### src/rtl/serial_arith_pkg.sv
// Shared definitions for the bit-serial adder/subtractor engines:
// FSM state encoding, default operand width and counter sizing.
package serial_arith_pkg;

  typedef enum logic [1:0] {
    IDLE  = 2'd0,
    SHIFT = 2'd1,
    DONE  = 2'd2
  } state_e;

  localparam int DEFAULT_WIDTH = 8;

  // Counter must hold 0..w inclusive.
  function automatic int cnt_width(input int w);
    return $clog2(w + 1);
  endfunction

endpackage

### src/rtl/serial_subtractor_full_subtractor.sv
// One-bit full subtractor cell: diff = x - y - bin, with borrow-out.
module full_subtractor (
  input  logic x,
  input  logic y,
  input  logic bin,
  output logic diff,
  output logic bout
);

  assign diff = x ^ y ^ bin;
  assign bout = (~x & y) | (~(x ^ y) & bin);

endmodule

### src/rtl/serial_subtractor.sv
// Bit-serial two's-complement subtractor, d = a - b, LSB first through one
// full-subtractor cell; start/done handshake shared with the serial adder.
module serial_subtractor
  import serial_arith_pkg::*;
#(
  parameter int WIDTH = DEFAULT_WIDTH
) (
  input  logic             clk,
  input  logic             rst,
  input  logic             start,
  input  logic [WIDTH-1:0] a,
  input  logic [WIDTH-1:0] b,
  output logic [WIDTH-1:0] d,
  output logic             borrow,
  output logic             zero,
  output logic             busy,
  output logic             done
);

  localparam int CW = cnt_width(WIDTH);
  localparam logic [CW-1:0] LAST_CNT = CW'(WIDTH - 1);
  localparam logic [CW-1:0] CNT_ONE  = CW'(1);

  state_e           state_q;
  logic [WIDTH-1:0] ah_q;
  logic [WIDTH-1:0] bh_q;
  logic [WIDTH-1:0] acc_q;
  logic             br_q;
  logic [CW-1:0]    cnt_q;
  logic [WIDTH-1:0] d_q;
  logic             borrow_q;
  logic             zero_q;
  logic             busy_q;
  logic             done_q;

  logic             diff_s;
  logic             bout_s;
  logic [WIDTH-1:0] acc_nxt_s;

  full_subtractor u_cell (
    .x    (ah_q[0]),
    .y    (bh_q[0]),
    .bin  (br_q),
    .diff (diff_s),
    .bout (bout_s)
  );

  // New difference bit enters at the MSB so that after WIDTH shifts the
  // accumulator holds the result in natural bit order.
  assign acc_nxt_s = {diff_s, acc_q[WIDTH-1:1]};

  // FSM, counter, operand shift registers and registered result outputs.
  always_ff @(posedge clk) begin
    if (!rst) begin
      state_q  <= IDLE;
      ah_q     <= '0;
      bh_q     <= '0;
      acc_q    <= '0;
      br_q     <= 1'b0;
      cnt_q    <= '0;
      d_q      <= '0;
      borrow_q <= 1'b0;
      zero_q   <= 1'b0;
      busy_q   <= 1'b0;
      done_q   <= 1'b0;
    end else begin
      case (state_q)
        IDLE: begin
          done_q <= 1'b0;
          if (start) begin
            ah_q    <= a;
            bh_q    <= b;
            acc_q   <= '0;
            br_q    <= 1'b0;
            cnt_q   <= '0;
            busy_q  <= 1'b1;
            state_q <= SHIFT;
          end else begin
            busy_q  <= 1'b0;
            state_q <= IDLE;
          end
        end
        SHIFT: begin
          ah_q  <= ah_q >> 1;
          bh_q  <= bh_q >> 1;
          acc_q <= acc_nxt_s;
          br_q  <= bout_s;
          cnt_q <= cnt_q + CNT_ONE;
          // Last shift: publish result together with the done pulse.
          if (cnt_q == LAST_CNT) begin
            d_q      <= acc_nxt_s;
            borrow_q <= bout_s;
            zero_q   <= (acc_nxt_s == '0);
            done_q   <= 1'b1;
            busy_q   <= 1'b0;
            state_q  <= DONE;
          end else begin
            done_q   <= 1'b0;
            busy_q   <= 1'b1;
            state_q  <= SHIFT;
          end
        end
        DONE: begin
          done_q  <= 1'b0;
          busy_q  <= 1'b0;
          state_q <= IDLE;
        end
        default: begin
          done_q  <= 1'b0;
          busy_q  <= 1'b0;
          state_q <= IDLE;
        end
      endcase
    end
  end

  assign d      = d_q;
  assign borrow = borrow_q;
  assign zero   = zero_q;
  assign busy   = busy_q;
  assign done   = done_q;

endmodule

### config.mk
export PLATFORM = sky130hd
export DESIGN_NAME = serial_subtractor
export DESIGN_NICKNAME = d
export VERILOG_FILES = /design/src/rtl/serial_arith_pkg.sv /design/src/rtl/serial_subtractor_full_subtractor.sv /design/src/rtl/serial_subtractor.sv
export SDC_FILE = /design/constraint.sdc
export NUM_CORES = 1
export LEC_CHECK = 0
export ABC_CLOCK_PERIOD_IN_PS = 3000
export BUFFER_PORTS_ARGS = -buffer_cell sky130_fd_sc_hd__buf_2
export CAP_MARGIN = 0
export CORE_MARGIN = 3
export CORE_UTILIZATION = 45
export CTS_CLUSTER_SIZE = 24
export DETAILED_ROUTE_END_ITERATION = 10
export GPL_ROUTABILITY_DRIVEN = 1
export PLACE_DENSITY = 0.67
export SYNTH_ARGS = -nofsm -noshare
export SYNTH_HDL_FRONTEND = slang
export SYNTH_HIERARCHICAL = 1
export SYNTH_SLANG_ARGS = --single-unit
export TNS_END_PERCENT = 10
### constraint.sdc
create_clock -name clk -period 3 [get_ports clk]
set_input_delay 0 -clock clk [delete_from_list [all_inputs] [get_ports clk]]
set_output_delay 0 -clock clk [all_outputs]
set_load 0.01 [all_outputs]
* After elaboration in Yosys (flattened, before gate mapping) *
Index checks and enable logic that the tools add are counted.

word-level totals
  RAM bits = 0
  output and inout port bits = 12
  word-level logic and storage cells = 45
  bits of input ports = 19
  memories kept = 0
  latch bits = 0
  bits in read-only memories = 0
  register bits = 43

cells by class
  multiply operators = 0
  $add $sub $neg = 1
  reductions and logical operators = 6
  div/mod/pow operators = 0
  equality and inequality tests = 3
  muxes and demuxes = 17
  shift operators = 0
  bitwise logic cells = 7
  order comparisons = 0

operators by type and width
  cell                                                                    number
  8-bit one-hot mux with 2 select lines                                   3
  8-bit 2-to-1 mux                                                        3
  8-bit zero test                                                         1
  4-bit one-hot mux with 2 select lines                                   1
  2-bit AND reduction                                                     3
  1-bit 2-to-1 mux                                                        5
  4-bit by 1-bit adder with 4-bit output (second input constant)          1
  4-bit by 3-bit equality test with 1-bit output (second input constant)  1
  4-bit 2-to-1 mux                                                        1
  1-bit one-hot mux with 2 select lines                                   2
  2-bit one-hot mux with 2 select lines                                   1
  1-bit bitwise AND                                                       2
  2-bit by 1-bit equality test with 1-bit output (second input constant)  1
  2-bit zero test                                                         1
  2-bit 2-to-1 mux                                                        1
  2-bit inequality test (second input constant)                           1
  1-bit NOT                                                               2
  2-bit nonzero test                                                      1
  1-bit bitwise XOR                                                       2
  1-bit OR                                                                1

* Longest topological paths before layout *
  word-level depth = 5
  gate-level depth with buffers = 5
  gate-level depth less buffers = 5

* Hierarchy *
The synthesis kept the hierarchy.

by module, submodules not included
  module             instances  seq. area each (um2)  area each (um2)  cells an instance
  serial_subtractor  1          820.8                 1591.5           178
  full_subtractor    1          0.0                   31.3             4

* Worst setup path before layout *
OpenSTA, ideal clock, no wires.

  path kind = reg2reg
  start = register bh_q[0]
  end = register zero_q, in the netlist zero
  data required time = 2.930 ns
  cell stages (with the launch flop) = 6
  path slack = 1.694 ns
  setup time = 0.070 ns
  clock period less this slack = 1.306 ns
  buffers on the path = 0
  data arrival time = 1.235 ns
  cell sequence = dfxtp_1 -> inv_1 -> fa_1 -> nor4_1 -> nand4_1 -> a21oi_1

between the ends
  cells in the longest elaborated chain, start to end = 3

ends and longest elaborated chain
  element                         RTL line                                 RTL
  start: declaration              serial_subtractor.sv:26                  logic [WIDTH-1:0] bh_q;
  start signal: assignment        serial_subtractor.sv:85                  bh_q <= bh_q >> 1;
  1-bit bitwise XOR (2 in a row)  serial_subtractor_full_subtractor.sv:10  assign diff = x ^ y ^ bin;
  named net diff_s                serial_subtractor.sv:36                  logic diff_s;
  8-bit zero test                 serial_subtractor.sv:93                  zero_q <= (acc_nxt_s == '0);
  end signal: assignment          serial_subtractor.sv:93
  end: declaration                serial_subtractor.sv:32                  logic zero_q;

The timed path passes the listed nets, and every way through them passes these cells.
A chain may end at the register's enable or synchronous reset.

* Worst setup path after layout *
  start = register state_q[1]
  end = register bh_q[5]

between the ends
  cells in the longest elaborated chain, start to end = 3
  elaborated cells between the ends (all ways) = 6
  those cells by class = eq/ne: 2; mux: 1; reduce/logical: 3

ends and longest elaborated chain
  element                                                                                   RTL line                 RTL
  start: declaration                                                                        serial_subtractor.sv:24  state_e state_q;
  start signal: assignment                                                                  serial_subtractor.sv:55  state_q <= IDLE;
  start signal: assignment                                                                  serial_subtractor.sv:77  state_q <= SHIFT;
  start signal: assignment                                                                  serial_subtractor.sv:80  state_q <= IDLE;
  2-bit by 1-bit equality test with 1-bit output / 2-bit zero test (equally long branches)  serial_subtractor.sv:67  case (state_q)
  2-bit nonzero test (no source line) / 2-bit inequality test (equally long branches)       n/a
  2-bit AND reduction (no source line)                                                      n/a

Parallel ways exist; a longest one is shown, timed or not.

==> impl_metrics.py <==
metrics = {
    "clocking": {
        "cts_buffers": 5,
        "cts_resized": 0,
        "cts_max_level": 2,
        "path_clk_slew_ps": 130,
        "clockRootBuffer": "clkbuf_4",
        "holdBufCountCts": 19,
        "clock_latency_ps": 360,
        "clockBufferDepth": 2,
        "cts.sinks": 41,
        "cts_tree": "yes",
        "post_cts_buffers": 0,
    },
    "synthesis": {
        "synth_fa_ha_area_share_pct": 2.00,
        "synth_top_family_by_area": "compound AO/OA/AOI/OAI gates",
        "yosysSeqAreaShare_pct": 50.6,
        "syn_area_um2": 1620,
        "yosysUniqueCellTypes": 32,
        "yosys.area_share.simple_pct": 12.1,
        "synth.area.mux_share_pct": 0.617,
        "syn-num-nets": 203,
        "synth_compound_area_share_pct": 28.7,
        "synth_area_per_cell_um2": 8.92,
        "synth-seq-cells": 41,
        "yosysWarnings": 6,
        "netlist_instances": 182,
        "synth_xor_area_share_pct": 0,
    },
    "die": {
        "dieArea_um2": 4360,
        "ioPinCount": 31,
        "start_util_pct": 47.5,
        "die_w_um": 66.1,
        "core_um2": 3420,
        "fp.dieH_um": 66.1,
        "rows": 21,
    },
    "layout": {
        "nFillCells": 300,
        "final_area_um2": 2050,
        "layout_common_cells": "41 x dfxtp_1, 30 x buf_2, 25 x a21oi_1",
        "fin_cells": 270,
        "final_common_cell": "dfxtp_1",
        "syn_to_final_growth_pct": 26.2,
        "drive_above_1_share_pct": 18.8,
        "register_area_um2": 821,
        "multi_input_area_um2": 704,
        "diodes": 0,
        "nNetsFinal": 244,
    },
    "global_route": {
        "gr-usage-met2_pct": 27.7,
        "grt_use_total_pct": 18.4,
        "antenna_found_initial": 0,
        "busiest_layer": "met2",
        "grt_max_degree": 28,
        "met3_usage_pct": 4.76,
        "overflow": 0,
        "grtUsageMet1_pct": 24.9,
        "grt_pass1_wl_um": 6270,
        "grt_pass1_vias": 1427,
    },
    "status": {
        "outcome": "complete, no violations",
    },
    "sta": {
        "maxSlewViolCount": 0,
        "max_freq_mhz": 512,
        "max-slew-margin-rel_pct": 47.8,
        "post-route-period-util_pct": 65.0,
        "worst_pin_slew_ps": 782,
        "tns_ps": 0,
        "hold_viol": 0,
        "whs_ps": 33.7,
        "rsz0062_at_grt": "false",
        "finalSetupViolations": 0,
        "worst_clock_skew_ps": 10.9,
        "fin_crit_ps": 1950,
        "setup_slack_ps": 1050,
    },
    "worst_setup_path": {
        "cp_max_fo": 19,
        "start_kind": "flip-flop",
        "criticalPathCategory": "reg2reg",
        "crit_required_ps": 3260,
        "cp_slowest_stage_delay_ps": 720,
        "cp_cell_sequence": "o21ba_2 -> o21ai_1 -> a21oi_1 -> dlygate4sd3_1",
        "critPathCaptureType": "flip-flop",
        "worstPathArrival_ps": 2210,
        "slowest_stage": "dfxtp_1",
        "r2r_slack_ps": 1050,
        "crit_family": "flip-flops",
        "crit_buf_inv": 1,
    },
    "drt": {
        "routed_via_density": 5.63,
        "via_count": 1520,
        "wire_per_inst_um": 13.6,
        "drtAntennaViolNets": 0,
        "drcViolationCount": 0,
        "drtIter0Drc": 127,
        "wl_um": 3680,
        "drtPass1Iterations": 4,
    },
    "worst_hold_path": {
        "hp-class": "in2reg",
    },
    "power_and_ir_drop": {
        "internal_power_w": 0.000882,
        "power_frac_seq_pct": 50.9,
        "combPwrFrac_pct": 10.1,
        "clkPwrFrac_pct": 39.0,
        "pwr_density_cell_nw_per_um2": 559,
        "irDropWorstVdd_v": 0.000360,
        "p_leak_nw": 0.809,
        "p_sw_w": 0.000263,
        "sw_frac_of_total_pct": 23.0,
    },
    "placed_design": {
        "io_buffer_count": 30,
        "hpwl_um": 2390,
        "gp_congestion": 0.794,
        "placed_area_um2": 1760,
        "post-place-ws_ps": 1410,
        "dp_cells": 243,
    },
    "flow_run": {
        "max_cap_viol_count": 0,
    },
}
[registers in the layout, summed over array words and instances, names as in the netlist]
signal	count
ah_q	8
bh_q	8
d	8
acc_q	7
cnt_q	4
state_q	2
borrow	1
br_q	1
done	1
zero	1
[per-layer routing]
metal / vias up / wire, um
li1: 748 / -
met1: 723 / 1760
met2: 40 / 1640
met3: 9 / 199
met4: 0 / 80
met5: - / 0
[stage by stage]
stage / total power, W / util (%)
2_1_floorplan: 0.000661 / -
3_3_place_gp: 0.000684 / 51.4
3_5_place_dp: 0.000687 / 51.4
4_1_cts: 0.00115 / 60.0
5_1_grt: 0.00119 / 60.0
6_report: 0.00115 / 60.0
[synthesized netlist by cell type]
library cell  count  area [um^2]
nand2_1           1         3.75
o22ai_1          12         75.1
ha_1              1         12.5
o21ai_1          22          110
inv_1             4         15.0
nand4_1           1         6.26
mux2i_1           1         10.0
o311a_1           1         10.0
buf_2             6         30.0
nor2b_1           1         6.26
a21oi_1          25          125
nand4b_1          1         8.76
and4b_1           1         10.0
fa_1              1         20.0
o21bai_4          1         18.8
nor4_1            2         12.5
clkbuf_1          5         18.8
nor3_1            4         20.0
inv_2             2         7.51
a22oi_1          11         82.6
o21ba_2           1         10.0
nand2b_1          1         6.26
dfxtp_1          41          821
o2bb2ai_1         2         17.5
buf_4             3         22.5
a31oi_1           1         6.26
buf_1             1         3.75
o21ai_0           2         10.0
nor2_1           14         52.6
or4_1             1         7.51
nor3b_1           1         7.51
nand3_1          11         55.1
[worst register-to-register path, stage by stage (launching register included)]
cell and delay, ps:
dfxtp_1 720, o21ba_2 350, o21ai_1 160, a21oi_1 50, dlygate4sd3_1 580
[area by class of cell]
type                       count  area share, %
inverter                       6           1.10
clock buffer                   5           1.83
clock inverter                 3           3.18
sequential                    41           40.1
multi-input combinational    120           34.4
tap                           46           2.81
timing repair buffer          49           16.6
[power groups by stage]
stage                     clock network [W]  registers, W   logic, W
after floorplan                           0      0.000590  0.0000713
after global placement                    0      0.000594  0.0000900
after detailed placement                  0      0.000595  0.0000921
after CTS                          0.000448      0.000583   0.000114
after global routing               0.000470      0.000586   0.000131
final                              0.000447      0.000583   0.000116
[cell families after synthesis]
logic type	Yosys count
compound gates	78
fa+ha+maj	2
buf+inv	21
flops	41
mux	1
simple gates	39
[final timing paths]
kind,to,cells past startpoint,startpoint
worst min-delay path,bh_q[2]$_SDFFE_PN0P_,3,start
worst min register to register,d[6]$_SDFFE_PN0P_,2,d[6]$_SDFFE_PN0P_
worst max register to register,bh_q[5]$_SDFFE_PN0P_,4,state_q[1]$_SDFF_PN0_
worst max-delay path,bh_q[5]$_SDFFE_PN0P_,4,state_q[1]$_SDFF_PN0_
(Power assumes the default switching activity.)
